### config.mk
export PLATFORM = sky130hd
export DESIGN_NAME = wb_stage
export DESIGN_NICKNAME = d
export VERILOG_FILES = /design/src/rtl/wb_stage.sv
export SDC_FILE = /design/constraint.sdc
export NUM_CORES = 1
export LEC_CHECK = 0
export ABC_AREA = 1
export CAP_MARGIN = 20
export CORE_MARGIN = 5
export CORE_UTILIZATION = 40
export CTS_CLUSTER_DIAMETER = 150
export CTS_CLUSTER_SIZE = 28
export DETAILED_ROUTE_END_ITERATION = 12
export DONT_BUFFER_PORTS = 1
export PLACE_DENSITY = 0.67
export SLEW_MARGIN = 0
export SYNTH_ARGS = -nofsm -noshare
export SYNTH_HDL_FRONTEND = slang
export SYNTH_SLANG_ARGS = --single-unit
### constraint.sdc
create_clock -name clk -period 1.3 [get_ports clk]
set_input_delay 0 -clock clk [delete_from_list [all_inputs] [get_ports clk]]
set_output_delay 0 -clock clk [all_outputs]
set_load 0.05 [all_outputs]
### src/rtl/wb_stage.sv
// Writeback stage: MEM/WB register, result select, load alignment, load-response wait.
// Optional retired-instruction counter enabled by defining WB_INSTRET_EN.
module wb_stage #(
    parameter int unsigned XLEN  = 32,
    parameter int unsigned CNT_W = 64
) (
    input  logic             clk,
    input  logic             reset,
    input  logic             ValidM,
    input  logic             RegWriteM,
    input  logic [1:0]       ResultSrcM,
    input  logic [2:0]       Funct3M,
    input  logic [4:0]       RdM,
    input  logic [XLEN-1:0]  ALUResultM,
    input  logic [XLEN-1:0]  PCPlus4M,
    input  logic             FlushW,
    input  logic             MemRespValid,
    input  logic [XLEN-1:0]  MemRespData,
    output logic             RegWriteW,
    output logic [4:0]       RdW,
    output logic [XLEN-1:0]  ResultW,
    output logic             StallWB,
    output logic [CNT_W-1:0] InstretW
);

    localparam int unsigned SRC_W = 2;
    localparam int unsigned F3_W  = 3;
    localparam int unsigned RD_W  = 5;

    typedef enum logic {
        S_RUN  = 1'b0,
        S_WAIT = 1'b1
    } state_e;

    state_e            state_q, state_d;
    logic              valid_q, valid_d;
    logic              reg_write_q, reg_write_d;
    logic [SRC_W-1:0]  result_src_q, result_src_d;
    logic [F3_W-1:0]   funct3_q, funct3_d;
    logic [RD_W-1:0]   rd_q, rd_d;
    logic [XLEN-1:0]   alu_result_q, alu_result_d;
    logic [XLEN-1:0]   pc_plus4_q, pc_plus4_d;

    logic              is_load;
    logic [7:0]        ld_byte;
    logic [15:0]       ld_half;
    logic [XLEN-1:0]   ld_data;

    // Stall, write enable and MEM/WB capture; outputs gated low while reset is asserted
    always_comb begin
        state_d      = state_q;
        valid_d      = valid_q;
        reg_write_d  = reg_write_q;
        result_src_d = result_src_q;
        funct3_d     = funct3_q;
        rd_d         = rd_q;
        alu_result_d = alu_result_q;
        pc_plus4_d   = pc_plus4_q;

        is_load   = valid_q & (result_src_q == 2'b01);
        StallWB   = reset & is_load & ~MemRespValid;
        RegWriteW = reset & valid_q & reg_write_q & (rd_q != '0) & ~StallWB;

        case (state_q)
            S_RUN:   if (is_load && !MemRespValid) state_d = S_WAIT;
            S_WAIT:  if (MemRespValid)             state_d = S_RUN;
            default: state_d = S_RUN;
        endcase

        if (!StallWB) begin
            if (FlushW) begin
                valid_d = 1'b0;
            end else begin
                valid_d      = ValidM;
                reg_write_d  = RegWriteM;
                result_src_d = ResultSrcM;
                funct3_d     = Funct3M;
                rd_d         = RdM;
                alu_result_d = ALUResultM;
                pc_plus4_d   = PCPlus4M;
            end
        end
    end

    always_ff @(posedge clk) begin
        if (!reset) begin
            state_q      <= S_RUN;
            valid_q      <= 1'b0;
            reg_write_q  <= 1'b0;
            result_src_q <= '0;
            funct3_q     <= '0;
            rd_q         <= '0;
            alu_result_q <= '0;
            pc_plus4_q   <= '0;
        end else begin
            state_q      <= state_d;
            valid_q      <= valid_d;
            reg_write_q  <= reg_write_d;
            result_src_q <= result_src_d;
            funct3_q     <= funct3_d;
            rd_q         <= rd_d;
            alu_result_q <= alu_result_d;
            pc_plus4_q   <= pc_plus4_d;
        end
    end

    // Load extraction from the response word using the low address bits
    always_comb begin
        ld_byte = MemRespData[7:0];
        case (alu_result_q[1:0])
            2'd0:    ld_byte = MemRespData[7:0];
            2'd1:    ld_byte = MemRespData[15:8];
            2'd2:    ld_byte = MemRespData[23:16];
            default: ld_byte = MemRespData[31:24];
        endcase
        ld_half = alu_result_q[1] ? MemRespData[31:16] : MemRespData[15:0];

        case (funct3_q)
            3'b000:  ld_data = {{(XLEN-8){ld_byte[7]}}, ld_byte};
            3'b100:  ld_data = {{(XLEN-8){1'b0}}, ld_byte};
            3'b001:  ld_data = {{(XLEN-16){ld_half[15]}}, ld_half};
            3'b101:  ld_data = {{(XLEN-16){1'b0}}, ld_half};
            default: ld_data = MemRespData;
        endcase
    end

    always_comb begin
        ResultW = '0;
        case (result_src_q)
            2'b00:   ResultW = alu_result_q;
            2'b01:   ResultW = ld_data;
            2'b10:   ResultW = pc_plus4_q;
            default: ResultW = '0;
        endcase
    end

    assign RdW = rd_q;

`ifdef WB_INSTRET_EN
    logic             retire;
    logic [CNT_W-1:0] instret_q, instret_d;

    // Every instruction leaving WB counts, including those that do not write rd
    always_comb begin
        retire    = valid_q & ~StallWB;
        instret_d = instret_q + CNT_W'(retire);
    end

    always_ff @(posedge clk) begin
        if (!reset) instret_q <= '0;
        else        instret_q <= instret_d;
    end

    assign InstretW = instret_q;
`else
    assign InstretW = '0;
`endif

endmodule

After elaboration in Yosys (flattened, before gate mapping) --
Index checks and enable logic that the tools add are counted.
Word-level totals: register bits 76, latch bits 0, logic and storage cells 34, memories 0, bits in read-only memories 0, bits in writable memories 0
Operators by class: multipliers 0, div/mod/pow operators 0, mux-type cells 5, magnitude comparators 0, bitwise logic cells 10, shift operators 0, equal/unequal tests 7, reduce and logical (&&, ||, !) cells 5, add/sub/neg operators 0
Operators with widths (count):
- $pmux W32 S4 | 1
- $pmux W32 S3 | 1
- $pmux W8 S3 | 1
- $mux W16 | 1
- $and A1 B1 Y1 | 7
- $eq A3 B3 Y1 const B | 2
- $reduce_bool A5 Y1 | 1
- $eq A2 B1 Y1 const B | 2
- $eq A2 B2 Y1 const B | 2
- $logic_not A2 Y1 | 2
- $eq A3 B1 Y1 const B | 1
- $logic_not A3 Y1 | 1
- $not A1 Y1 | 3
- $reduce_and A2 Y1 | 1
- $mux W1 | 1

Depth between registers and ports, before layout --
Gate-level depths: netlist of run 1.
depth after elaboration 6, depth in mapped cells 10, depth with buffers taken out 8

Least setup slack after synthesis of run 1 --
Ideal clock, no wire load.
path type reg2out, start register funct3_q[1], end output ResultW[4], path slack -0.271 ns, path buffers 1, cell stages (with the launch flop) 5, arrival 1.571 ns, path through dfxtp_1 inv_2 clkbuf_1 o211ai_1 o21bai_1
On the way: cells in the longest elaborated chain, start to end 3
Ends and longest elaborated chain:
- start, declared | line 39 | logic [F3_W-1:0] funct3_q, funct3_d;
- start signal, assigned | line 100 | funct3_q <= funct3_d;
- $eq A3 B3 Y1, or another cell as far along | line 118 | case (funct3_q)
- $pmux W32 S4 * | line 118
- $pmux W32 S3 * | line 129 | case (result_src_q)
- end, declared | line 21 | output logic [XLEN-1:0] ResultW,
Mark *: on every way between the ends. The rest lies on a longest branch, timed or not.

Worst setup path in the final report of run 1 --
start register funct3_q[0], end output ResultW[20]
Same word-level chain as after synthesis.

==> results of run 1 <==
per-stage QoR:
step	setup WS, ns	hold WS, ns
global placement	-0.01425	0.1312
CTS	-0.2682	0.03287
global route	-0.3720	0.06843
floorplan	0.001205	0.1214
detailed placement	-0.07446	0.1313
finish	-0.3407	0.04109
flip-flops by register name, summed over array words and instances, names as in the netlist:
name / cells
RdW: 5
alu_result_q: 32
funct3_q: 3
pc_plus4_q: 32
reg_write_q: 1
result_src_q: 2
valid_q: 1
Yosys cell counts (5+ instances only):
cell type	number	area share, %
o21ai_0	77	8.2
o21ai_1	8	0.85
inv_2	5	0.40
nor2_1	174	14
buf_6	14	3.4
dfxtp_1	76	32
a21oi_1	16	1.7
buf_4	65	10
inv_1	54	4.3
nand3_1	21	2.2
nand2_1	203	16
clkbuf_1	20	1.6
path summary, 6_finish.rpt:
check	startpoint	endpoint	cells after the start
setup / recovery	funct3_q[0]	ResultW[20]	8
setup reg to reg	valid_q	alu_result_q[9]	8
hold / removal	reset	pc_plus4_q[27]	3
hold reg to reg	alu_result_q[25]	alu_result_q[25]	2
logic make-up after synthesis:
| kind of cell | count (synthesis) | share of synthesized area [%] |
|---|---|---|
| compound gates | 104 | 11.27 |
| simple gates | 416 | 35.43 |
| buf+inv | 164 | 20.75 |
| other cells | 1 | 0.08003 |
| flops | 76 | 32.47 |
timing repair:
action                     in CTS  in global routing
setup endpoints to repair      82                 96
pin swaps                      20                 40
hold endpoints to repair       76                  0
gates resized for setup        79                219
cloned                          2                 17
hold buffers                   79                  0
buffers inserted                2                  5
power by group through the flow:
stage	combinational [mW]	sequential (mW)	clock, mW
finish	3.19	2.64	2.84
floorplan	1.86	2.65	0
global route	3.37	2.66	2.96
CTS	2.75	2.59	2.86
global placement	2.36	2.63	0
detailed placement	2.37	2.63	0
worst max-delay path, stage by stage, from the launching register on:
cell and delay (ns):
dfxtp_2 0.36, buf_4 0.13, nand3_2 0.11, nor2_4 0.15, nor2_4 0.06, nand2_4 0.17
nand2_2 0.09, nand2_2 0.09, buf_12 0.14
per-layer routing:
metal,wire [um],vias up,track usage [%]
met3,1475,25,5.922
li1,-,2485,-
met4,353,0,6.452
met5,0,-,0
met1,7519,2448,25.95
met2,9174,231,36.32
final cells by class:
class	count	area [sq um]
Sequential cell	76	1541
Antenna cell	1	2.502
Multi-Input combinational cell	586	3259
Tap cell	143	178.9
Timing Repair Buffer	157	2036
Clock buffer	13	270.3
Fill cell	961	3839
Timing Repair inverter	1	11.26
Inverter	60	261.5
Clock inverter	3	67.56
cell usage in the layout, fill, tap and decap left out, drive strengths merged:
cell / Yosys / final
a21oi: 16 / 16
buf: 84 / 70
bufinv: 0 / 2
clkbuf: 20 / 22
clkinvlp: 0 / 1
conb: 1 / 64
dfxtp: 76 / 76
diode: 0 / 1
dlygate4sd3: 0 / 78
inv: 60 / 61
nand2: 209 / 211
nand3: 22 / 22
nand3b: 4 / 4
nand4: 4 / 4
nor2: 176 / 176
nor3: 1 / 1
o211ai: 1 / 1
o21ai: 85 / 85
o21bai: 2 / 2
==> reports/results.ini, run 1 <==
[status]
status=finished with violations
violations=negative setup slack

[floorplan]
fp.dieArea_sq_um=13980
ioPinCount=215
fp.dieH_um=118.2
fp-row-count=39
coreArea_sq_um=11470
fp.dieW_um=118.2
start_util_pct=40.86

[clock_tree]
tritoncts=yes
clock-sinks=76
clockRootBuffer=clkbuf_16
insertion_delay_ns=0.34
cts_buffers=9
h-tree-depth=3
clk_path_buf_depth=2
clkTransAtPathRegs_ns=0.06

[logic_synthesis]
ys_seq_elements=76
postSynthCellCount=761
synth_edf_count=0
synth_cell_type_count=25
syn_area_sq_um=4686
yosys_warnings=0
synth_ff_type=dfxtp_1
syn_avg_cell_area_sq_um=6.157
synth.yosys.seq_area_share_pct=32.47
async_flop_share_pct=0

[setup_path]
crit_type=reg2out
crit_required_ns=1.30
r2r_slack_ns=-0.08
worstPathMaxFanout=8
cp-end-kind=output pin
arrival_ns=1.64
startpoint_type=flip-flop

[timing]
hold_violations=0
tns_ns=-9.774
rsz0062_at_grt=yes
finalCritPeriodShare_pct=126.2
worst_slack_ns=-0.3407
slew_viol_final=0
setup_viol=82
finClkSkew_ns=0.006770
fin_crit_ns=1.641
max_freq_mhz=609.5

[route]
wire_per_inst_um=17.81
dr.pass1.iters=5
vias_per_cell=4.989
ant_nets=0
wl_um=18520
drt-initial-drc-count=358
via_count=5189
drc_errors=0

[placement]
gp_congestion=0.9260
dp.cells=918
port_buffers=0
hpwl_um=10550
place_area_sq_um=5245

[grt]
grt_usage_pct=21.25
grt_first_pass_wirelength_um=24250
antenna_found_initial=1
grt.overflow.total=0
grt_pass1_vias=4707
grt_max_degree=78

[cells_and_area]
fin_util_pct=66.52
area_delta_synth_final_pct=62.80
drive_gt1_share_pct=31.70
finish.instance_area_sq_um=7629
fin_nets=1003
final_cell_count_no_fill=1040

[flow_run]
drv_cap=0

[pwr]
p_leak_nw=3.546
power.internal_mw=5.503
p_seq_share_pct=30.5
report.power.total_mw=8.673
pwr-share-clk_pct=32.7
ir_drop_mv=0.7448
powerDensity_nw_per_um2=1137
combinationalPowerShare_pct=36.8
p_sw_mw=3.170
swShare_pct=36.55

[hold_path]
worstHoldPathType=in2reg

Power figures use the tool's default switching activity.
==> run 2, diff against run 1 <==
- MAX_ROUTING_LAYER: default -> met4
- PLACE_DENSITY: 0.67 -> 0.65
- clock period: 1.3 -> 1.9 ns (I/O delays scaled with it)
==> run 2 against run 1 <==
  * Final cell count is 2.8% lower
  * Critical endpoint is now result_src_q[0]
  * Non-clock buffer count down 27
  * Wire length down 18%
  * The run now ends clean
==> reports/results.ini, run 2 (same netlist as run 1, synthesis figures left out) <==
[status]
status=finished, final reports clean  ; was finished with violations

[pwr]
power.internal_mw=3.542  ; was 5.503 mW
ir_drop_mv=0.3902  ; was 0.7448 mV
p_seq_share_pct=32.4  ; was 30.5%
p_leak_nw=3.143  ; was 3.546 nW
combinationalPowerShare_pct=33.9  ; was 36.8%
swShare_pct=35.17  ; was 36.55%
powerDensity_nw_per_um2=862.9  ; was 1137 nW/um^2
p_sw_mw=1.922  ; was 3.170 mW
report.power.total_mw=5.463  ; was 8.673 mW
pwr-share-clk_pct=33.7  ; was 32.7%

[clock_tree]
post-cts-setup-buffers=0  ; was 2
tritoncts=yes  ; unchanged
clk_path_buf_depth=2  ; unchanged
clkTransAtPathRegs_ns=0.06  ; about the same
insertion_delay_ns=0.33  ; was 0.34 ns
h-tree-depth=3  ; unchanged
cts_buffers=9  ; unchanged
clockRootBuffer=clkbuf_16  ; unchanged
clock-sinks=76  ; unchanged

[floorplan]
coreArea_sq_um=11470  ; unchanged
start_util_pct=40.86  ; unchanged
fp.dieW_um=118.2  ; unchanged
fp.dieArea_sq_um=13980  ; unchanged
fp.dieH_um=118.2  ; unchanged
fp-row-count=39  ; unchanged
ioPinCount=215  ; unchanged

[placement]
place_area_sq_um=5107  ; was 5245 sq um
gp_congestion=0.8870  ; was 0.9260
hpwl_um=10560  ; was 10550 um
port_buffers=0  ; unchanged

[timing]
finalCritPeriodShare_pct=96.03
fin_crit_ns=1.825
rsz0062_at_grt=yes  ; unchanged
slew_viol_final=0  ; unchanged
hold_violations=0  ; unchanged
setup_viol=0  ; was 82
finClkSkew_ns=0.004473  ; was 0.006770 ns
max_freq_mhz=548.1

[setup_path]
cp-end-kind=flip-flop  ; was output pin
startpoint_type=flip-flop  ; unchanged
setup.worst_path.start=result_src_q[0]  ; was funct3_q[0]
reg2reg_from=result_src_q[0]  ; was valid_q
crit_type=reg2reg  ; was reg2out
crit_required_ns=2.18  ; was 1.30 ns
arrival_ns=2.10  ; was 1.64 ns
worstPathMaxFanout=37  ; was 8

[cells_and_area]
diodes=0  ; was 1
layout_common_cells=201 x nand2_1, 172 x nor2_1, 79 x dlygate4sd3_1  ; was 138 x nand2_1, 112 x nor2_1, 78 x dlygate4sd3_1
finish.instance_area_sq_um=6331  ; was 7629 sq um
fin_nets=975  ; was 1003
area_delta_synth_final_pct=35.11  ; was 62.80%
drive_gt1_share_pct=10.48  ; was 31.70%
multi_input_area_sq_um=2505  ; was 3259 sq um
ff_latch_area_sq_um=1524  ; was 1541 sq um
fill_cells=1152  ; was 961
final_common_cell=nand2_1  ; unchanged

[grt]
antenna_found_initial=0  ; was 1
grt.overflow.total=0  ; unchanged
grt_pass1_vias=4576  ; was 4707
grt_first_pass_wirelength_um=23780  ; was 24250 um
grt_usage_pct=21.45  ; was 21.25%
grt_max_degree=77  ; was 78

[route]
dr.pass1.iters=5  ; unchanged
drt-initial-drc-count=267  ; was 358
via_count=4802  ; was 5189
wire_per_inst_um=15.03  ; was 17.81 um
drc_errors=0  ; unchanged
vias_per_cell=4.750  ; was 4.989
wl_um=15200  ; was 18520 um
ant_nets=0  ; unchanged

[flow_run]
drv_cap=0  ; unchanged

[hold_path]
hp-start=reset  ; unchanged
worstHoldPathType=in2reg  ; unchanged

-- run 2: repair_timing --
action                                 CTS  global route
resized for setup                        2            14
cloned                                   0             2
endpoints found under the hold margin   76             0
hold buffers                            80             0
setup endpoints to repair               16            30
pin swaps                                0             2
-- run 2: power by group through the flow --
stage,Clock [mW],Combinational [mW],Sequential [mW]
after global placement,0,1.64,1.80
after global routing,1.95,1.98,1.78
after detailed placement,0,1.64,1.80
after CTS,1.88,1.81,1.77
after floorplan,0,1.23,1.81
final,1.84,1.85,1.77
-- run 2: area by class of cell --
class	instances	share of cell area, %
clock buffer	12	3.893
clock inverter	4	1.146
inverter	60	3.597
multi-input combinational	586	39.57
sequential	76	24.07
tap	143	2.826
timing repair buffer	130	24.90
-- run 2: worst paths after layout --
kind | endpoint | slack, ns | cells after the start
hold / removal | alu_result_q[31] | 0.05 | 3
hold reg to reg | alu_result_q[12] | 0.48 | 2
setup reg to reg | result_src_q[0] | 0.08 | 8
setup / recovery | result_src_q[0] | 0.08 | 8
-- run 2: metrics by stage --
stage,utilization (%),std cells,TNS (ns),worst slack (ns),hold slack [ns]
finish,55.21,1011,0,0.07540,0.04700
global route,55.21,1011,-0.02370,-0.01423,0.07704
global placement,44.54,913,0,0.3654,0.1231
floorplan,-,824,0,0.3293,0.1214
CTS,54.54,1009,0,0.02428,0.04512
detailed placement,44.54,913,0,0.2956,0.1302
-- run 2: worst max-delay path: stages, from the launching register on --
cell and delay, ns:
dfxtp_1 0.39, nand2_4 0.07, inv_4 0.11, nand2_4 0.08
nand2_4 0.08, buf_4 0.33, o21bai_1 0.09, dlygate4sd3_1 0.56
inv_1 0.05
-- run 2: routing by layer --
layer	up-vias	GRT usage [%]	part of all wire, %	routed length, um
met3	14	5.683	8.0	1223
met1	2172	27.30	44	6614
met5	-	-	0	0
met2	197	34.39	47	7166
met4	0	4.516	1.3	192
li1	2419	-	-	-
